**src/rtl/display_pkg.sv**
```systemverilog
// Shared definitions for the 7-segment scan driver.
//   seg_t      : 8-bit segment word, bit7 = a ... bit1 = g, bit0 = h (dp)
//   GLYPH_*    : a..g patterns for hex digits, 1 = lit
//   hex_to_seg : nibble -> a..g pattern, active-high
package display_pkg;

   typedef logic [7:0] seg_t;

   localparam logic [6:0] GLYPH_0 = 7'h7E;
   localparam logic [6:0] GLYPH_1 = 7'h30;
   localparam logic [6:0] GLYPH_2 = 7'h6D;
   localparam logic [6:0] GLYPH_3 = 7'h79;
   localparam logic [6:0] GLYPH_4 = 7'h33;
   localparam logic [6:0] GLYPH_5 = 7'h5B;
   localparam logic [6:0] GLYPH_6 = 7'h5F;
   localparam logic [6:0] GLYPH_7 = 7'h70;
   localparam logic [6:0] GLYPH_8 = 7'h7F;
   localparam logic [6:0] GLYPH_9 = 7'h7B;
   localparam logic [6:0] GLYPH_A = 7'h77;
   localparam logic [6:0] GLYPH_B = 7'h1F;  // lower-case b
   localparam logic [6:0] GLYPH_C = 7'h4E;
   localparam logic [6:0] GLYPH_D = 7'h3D;  // lower-case d
   localparam logic [6:0] GLYPH_E = 7'h4F;
   localparam logic [6:0] GLYPH_F = 7'h47;

   function automatic logic [6:0] hex_to_seg(input logic [3:0] nib);
      logic [6:0] g;
      case (nib)
         4'h0:    g = GLYPH_0;
         4'h1:    g = GLYPH_1;
         4'h2:    g = GLYPH_2;
         4'h3:    g = GLYPH_3;
         4'h4:    g = GLYPH_4;
         4'h5:    g = GLYPH_5;
         4'h6:    g = GLYPH_6;
         4'h7:    g = GLYPH_7;
         4'h8:    g = GLYPH_8;
         4'h9:    g = GLYPH_9;
         4'hA:    g = GLYPH_A;
         4'hB:    g = GLYPH_B;
         4'hC:    g = GLYPH_C;
         4'hD:    g = GLYPH_D;
         4'hE:    g = GLYPH_E;
         default: g = GLYPH_F;
      endcase
      return g;
   endfunction

endpackage

```
**src/rtl/display_pwm_prescaler.sv**
```systemverilog
// Free-running slot counter with PWM compare.
//   clk, reset  : clock, asynchronous active-high reset
//   brightness  : PWM on-level, sampled live (0 = always off)
//   tick        : high in the last clock of every 2^refresh_w-clock slot
//   pwm_on      : high while the top bright_w counter bits are below brightness
module display_pwm_prescaler #(
   parameter int refresh_w = 16,
   parameter int bright_w  = 4
) (
   input  logic                clk,
   input  logic                reset,
   input  logic [bright_w-1:0] brightness,
   output logic                tick,
   output logic                pwm_on
);

   localparam logic [refresh_w-1:0] CNT_ONE = refresh_w'(1);

   logic [refresh_w-1:0] cnt_q;
   logic [refresh_w-1:0] cnt_d;

   assign cnt_d = cnt_q + CNT_ONE;

   always_ff @(posedge clk or posedge reset) begin
      if (reset) begin
         cnt_q <= '0;
      end else begin
         cnt_q <= cnt_d;
      end
   end

   assign tick = &cnt_q;

   // Comparing the counter's top bits makes each brightness step one
   // 2^(refresh_w-bright_w)-clock chunk of the slot.
   assign pwm_on = (cnt_q[refresh_w-1 -: bright_w] < brightness);

endmodule

```
**src/rtl/display_dynamic_scan.sv**
```systemverilog
// Time-multiplexed n_dig-digit 7-segment driver.
//   clk, reset  : clock, asynchronous active-high reset
//   number      : hex nibbles, number[3:0] is digit 0 (rightmost)
//   dots        : decimal point per digit
//   blank_lz    : 1 = blank leading zeros (digit 0 always shown)
//   brightness  : PWM on-level, live
//   abcdefgh    : registered segment pins (bit7 = a, bit0 = dp)
//   digit       : registered one-hot digit select pins, or all inactive
//   frame_done  : one-cycle pulse when a new snapshot is taken
module display_dynamic_scan
   import display_pkg::*;
#(
   parameter int n_dig          = 4,
   parameter int refresh_w      = 16,
   parameter int bright_w       = 4,
   parameter bit seg_active_low = 1'b1,
   parameter bit dig_active_low = 1'b1
) (
   input  logic                 clk,
   input  logic                 reset,
   input  logic [n_dig*4-1:0]   number,
   input  logic [n_dig-1:0]     dots,
   input  logic                 blank_lz,
   input  logic [bright_w-1:0]  brightness,
   output logic [7:0]           abcdefgh,
   output logic [n_dig-1:0]     digit,
   output logic                 frame_done
);

   localparam int                IDX_W    = $clog2(n_dig);
   localparam logic [IDX_W-1:0]  LAST_IDX = IDX_W'(n_dig - 1);
   localparam logic [IDX_W-1:0]  IDX_ONE  = IDX_W'(1);
   // Pin-level "off" words; XOR with these converts internal 1 = lit to pins.
   localparam seg_t              SEG_OFF  = {8{seg_active_low}};
   localparam logic [n_dig-1:0]  DIG_OFF  = {n_dig{dig_active_low}};

   logic tick;
   logic pwm_on;

   display_pwm_prescaler #(
      .refresh_w (refresh_w),
      .bright_w  (bright_w)
   ) u_prescaler (
      .clk        (clk),
      .reset      (reset),
      .brightness (brightness),
      .tick       (tick),
      .pwm_on     (pwm_on)
   );

   logic [IDX_W-1:0]   i_q, i_d;
   logic [n_dig*4-1:0] snap_number_q;
   logic [n_dig-1:0]   snap_dots_q;
   logic               snap_blz_q;
   seg_t               abcdefgh_q, abcdefgh_d;
   logic [n_dig-1:0]   digit_q, digit_d;
   logic               frame_done_q;
   logic               frame_end;

   assign frame_end = tick & (i_q == LAST_IDX);
   assign i_d       = tick ? ((i_q == LAST_IDX) ? '0 : i_q + IDX_ONE) : i_q;

   logic [n_dig-1:0] blank;
   logic             zero_above;
   logic [3:0]       nib;
   logic             dp;
   logic             blank_cur;
   logic [n_dig-1:0] sel;
   seg_t             seg_lit;

   always_comb begin
      // Walk from the most significant digit down; a digit is blanked only
      // while every digit from it upward is zero.
      blank      = '0;
      zero_above = snap_blz_q;
      for (int k = n_dig - 1; k >= 1; k--) begin
         zero_above = zero_above & (snap_number_q[k*4 +: 4] == 4'h0);
         blank[k]   = zero_above;
      end

      nib       = 4'h0;
      dp        = 1'b0;
      blank_cur = 1'b0;
      sel       = '0;
      for (int k = 0; k < n_dig; k++) begin
         if (i_q == IDX_W'(k)) begin
            nib       = snap_number_q[k*4 +: 4];
            dp        = snap_dots_q[k];
            blank_cur = blank[k];
            sel[k]    = 1'b1;
         end
      end

      // The dp is kept even on a blanked digit.
      seg_lit    = {(blank_cur ? 7'h00 : hex_to_seg(nib)), dp};
      abcdefgh_d = seg_lit ^ SEG_OFF;
      digit_d    = (pwm_on ? sel : '0) ^ DIG_OFF;
   end

   always_ff @(posedge clk or posedge reset) begin
      if (reset) begin
         i_q           <= '0;
         snap_number_q <= '0;
         snap_dots_q   <= '0;
         snap_blz_q    <= 1'b0;
         abcdefgh_q    <= SEG_OFF;
         digit_q       <= DIG_OFF;
         frame_done_q  <= 1'b0;
      end else begin
         i_q <= i_d;
         if (frame_end) begin
            snap_number_q <= number;
            snap_dots_q   <= dots;
            snap_blz_q    <= blank_lz;
         end
         frame_done_q <= frame_end;
         abcdefgh_q   <= abcdefgh_d;
         digit_q      <= digit_d;
      end
   end

   assign abcdefgh   = abcdefgh_q;
   assign digit      = digit_q;
   assign frame_done = frame_done_q;

endmodule

```
**config.mk**
```make
export PLATFORM = sky130hd
export DESIGN_NAME = display_dynamic_scan
export DESIGN_NICKNAME = d
export VERILOG_FILES = /design/src/rtl/display_pkg.sv /design/src/rtl/display_pwm_prescaler.sv /design/src/rtl/display_dynamic_scan.sv
export SDC_FILE = /design/constraint.sdc
export NUM_CORES = 1
export LEC_CHECK = 0
export CAP_MARGIN = 10
export CORE_MARGIN = 4
export CORE_UTILIZATION = 50
export CTS_CLUSTER_SIZE = 30
export DETAILED_ROUTE_END_ITERATION = 16
export PLACE_DENSITY = 0.85
export RECOVER_POWER = 50
export SETUP_SLACK_MARGIN = 0.05
export SYNTH_ARGS = -nofsm -noshare
export SYNTH_HDL_FRONTEND = slang
export SYNTH_SLANG_ARGS = --single-unit
```
**constraint.sdc**
```tcl
create_clock -name clk -period 2.55 [get_ports clk]
set_input_delay 0.3825 -clock clk [delete_from_list [all_inputs] [get_ports clk]]
set_output_delay 0.3825 -clock clk [all_outputs]
set_load 0.02 [all_outputs]
```
==> results.ini <==
[yosys]
ys_async_sr_fraction = 1.00
ys_types = 45
yosysTopAreaCellShare = 0.372
synth_nets = 254
synth_cells = 213
netlist_top_cells_area = dfrtp_1 37%, dfstp_2 12%, mux2_4 11%, ha_1 6.5%, xnor2_1 3.6%
synth_flop_cell = dfrtp_1
synth-seq-cells = 52
yosys.area.top_type = dfrtp_1
synthesis.area_sq_mm = 0.00269
synth_warnings = 0
avgSynthCellArea_sq_um = 12.6
seq_area_frac_synth = 0.490
synth_enable_flop_cells = 0

[pwr]
ir_drop_mv = 0.344
p_per_area_mw_per_mm2 = 425
finalPower_uw = 1370
p_leak_uw = 0.00144

[final_layout]
final_cells = 326
syn2layout_area_growth_pct = 19.6
final_area_sq_mm = 0.00321
n_antenna_cell = 0
drive_gt1_frac = 0.203
nets = 296

[clocking]
hold_buffers = 0
cts_buffers = 5
cts_resized = 0
htreeDepth = 2
cts_tree = done
cts.sinks = 52
cts_root_buf = clkbuf_8
clock_path_buffers = 2
cts_setup_buffers = 0
clock_latency_ns = 0.31
clk_pin_slew_ns = 0.08

[worst_setup_path]
path_class = reg2reg
cp.required_ns = 2.75
critPathMaxFanout = 12
path_cells = inv_1 > ha_1 > a211oi_1 > a211oi_1 > buf_4 > inv_1 > ha_1 > mux2i_1 > a32oi_1
r2r_slack_ns = 0.25
max_stage_delay_ns = 0.41
start_kind = flip-flop
worst_setup_path_end_kind = flip-flop
critPathSlowestCell = dfrtp_1
crit_arrival_ns = 2.49

[route]
vias = 1765
dr.pass1.iters = 4
drtIter0Drc = 104
via_per_inst = 5.41
final_antenna_net_count = 0
wl_um = 5070
drc_errors = 0
routedWlPerCell_um = 15.6

[global_route]
grt_pass1_vias = 1762
antenna_found_initial = 0
globalRouteMet3Util = 0.0377
track_usage = 0.168
gr-max-usage-layer = met2
grt_pass1_wl_um = 8290
grt_max_degree = 31
grt_use_met2 = 0.286
overflow = 0
met1_usage = 0.206

[timing]
fin_crit_ns = 2.30
finalSetupViolations = 0
finalSetupTns_ns = 0
period_share = 0.900
tightest_slew_ns = 0.816
max-slew-margin-rel = 0.456
fin_skew_ns = 0.00998
hold_violations = 0
fin_ws_ns = 0.254
drv_slew = 0
fmax_ghz = 0.435
rsz0062_at_grt = false

[placement]
place_hpwl_um = 3790
placed_cells = 316
post-place-ws_ns = 0.226
placement.cell_area_sq_mm = 0.00312
routabilityCongestion = 0.814
numPortBuffers = 39

[die]
initial_utilization = 0.520
ios = 40
num_rows = 26
die_h_um = 81.3
design.core.area_sq_mm = 0.00517
die_x_um = 81.3
die-area_sq_mm = 0.00661

[hold_path]
worst_hold_path_type = reg2reg

[job]
maxCapViolCount = 0

[run_status]
status = complete, no violations

## sequential cells by signal, indices dropped and copies added, names as in the netlist
| name | flops |
|---|---|
| i_q | 2 |
| u_prescaler.cnt_q | 16 |
| snap_dots_q | 4 |
| abcdefgh | 8 |
| snap_blz_q | 1 |
| digit | 4 |
| snap_number_q | 16 |
| frame_done | 1 |
## cell usage after synthesis, types with 3 or more instances
library cell	count
mux2_4	20
mux2i_1	5
ha_1	14
xor2_1	3
nand3_1	8
and4_1	3
a21oi_1	4
xnor2_1	11
dfstp_2	12
nand2_1	11
nand3b_1	4
nor3_1	3
buf_2	5
nor2b_1	6
nor3b_1	4
o21ai_0	3
inv_1	11
dfrtp_1	40
o211ai_1	4
a211oi_1	4
and2_1	4
and3_1	3
## cell usage in the layout, fill, tap and decap left out, types with 3 or more instances in the layout
| cell type | count |
|---|---|
| clkdlybuf4s50_1 | 38 |
| xor2_1 | 3 |
| o21ai_0 | 3 |
| nand3_1 | 8 |
| mux2_4 | 20 |
| inv_1 | 11 |
| dfstp_2 | 12 |
| buf_4 | 4 |
| and4_1 | 3 |
| ha_1 | 14 |
| and3_1 | 3 |
| nor3_1 | 3 |
| mux2i_1 | 5 |
| dfrtp_1 | 40 |
| nand3b_1 | 4 |
| nor3b_1 | 4 |
| clkbuf_8 | 6 |
| a21oi_1 | 4 |
| and2_1 | 4 |
| a211oi_1 | 4 |
| o211ai_1 | 4 |
| nand2_1 | 11 |
| nor2b_1 | 6 |
| xnor2_1 | 11 |
## report_power, final
group / switching (uW) / internal (uW)
sequential: 0.267 / 826
clock: 256 / 221
combinational: 25.3 / 38.3
## critical path: cells and delay by family (launching register included)
kind | cells | cell delay, ns
AO/OA/AOI/OAI | 3 | 0.47
adder cells (fa/ha/maj) | 2 | 0.71
buffers and inverters | 3 | 0.37
flip-flops | 1 | 0.41
multiplexers | 1 | 0.22
## per-layer routing
layer,vias to the layer above,share of wire
met2,39,0.51
met4,0,0.021
met5,-,0
li1,848,-
met3,11,0.043
met1,867,0.43
## worst paths after layout
check                                            from                        endpoint  cells past startpoint
hold reg to reg            snap_dots_q[3]$_DFFE_PP0P_           abcdefgh[0]$_DFF_PP1_                      1
setup / recovery                   i_q[1]$_DFFE_PP0P_           abcdefgh[4]$_DFF_PP1_                      9
hold / removal             snap_dots_q[3]$_DFFE_PP0P_           abcdefgh[0]$_DFF_PP1_                      1
setup reg to reg                   i_q[1]$_DFFE_PP0P_           abcdefgh[4]$_DFF_PP1_                      9
min in group asynchronous                       reset  u_prescaler.cnt_q[0]$_DFF_PP0_                      2
max in group asynchronous                       reset    snap_number_q[7]$_DFFE_PP0P_                      3
## final cells by class
class                   count  area (sq um)
well taps                  70          87.6
repair buffers             44           425
fillers                   396          1960
multi-input cells         141          1250
clock inverters             1          7.51
inverters                  11          41.3
clock buffers               7          86.3
flip-flops and latches     52          1320
## metrics by stage
step	hold slack, ns	utilization
floorplan	0.389	-
global placement	0.420	0.603
detailed placement	0.423	0.603
CTS	0.425	0.621
global route	0.459	0.621
finish	0.425	0.621
## kinds of logic (layout without fill, tap and decap cells)
logic type	count (synthesis)	in the layout	share of synthesized area
xor+xnor	14	14	0.0456
mux	26	26	0.135
flops	52	52	0.490
fa+ha+maj	14	14	0.0652
buf+inv	20	63	0.0452
compound gates	30	30	0.0922
simple gates	57	57	0.128
Note: power is estimated with default switching activity, not from simulation.
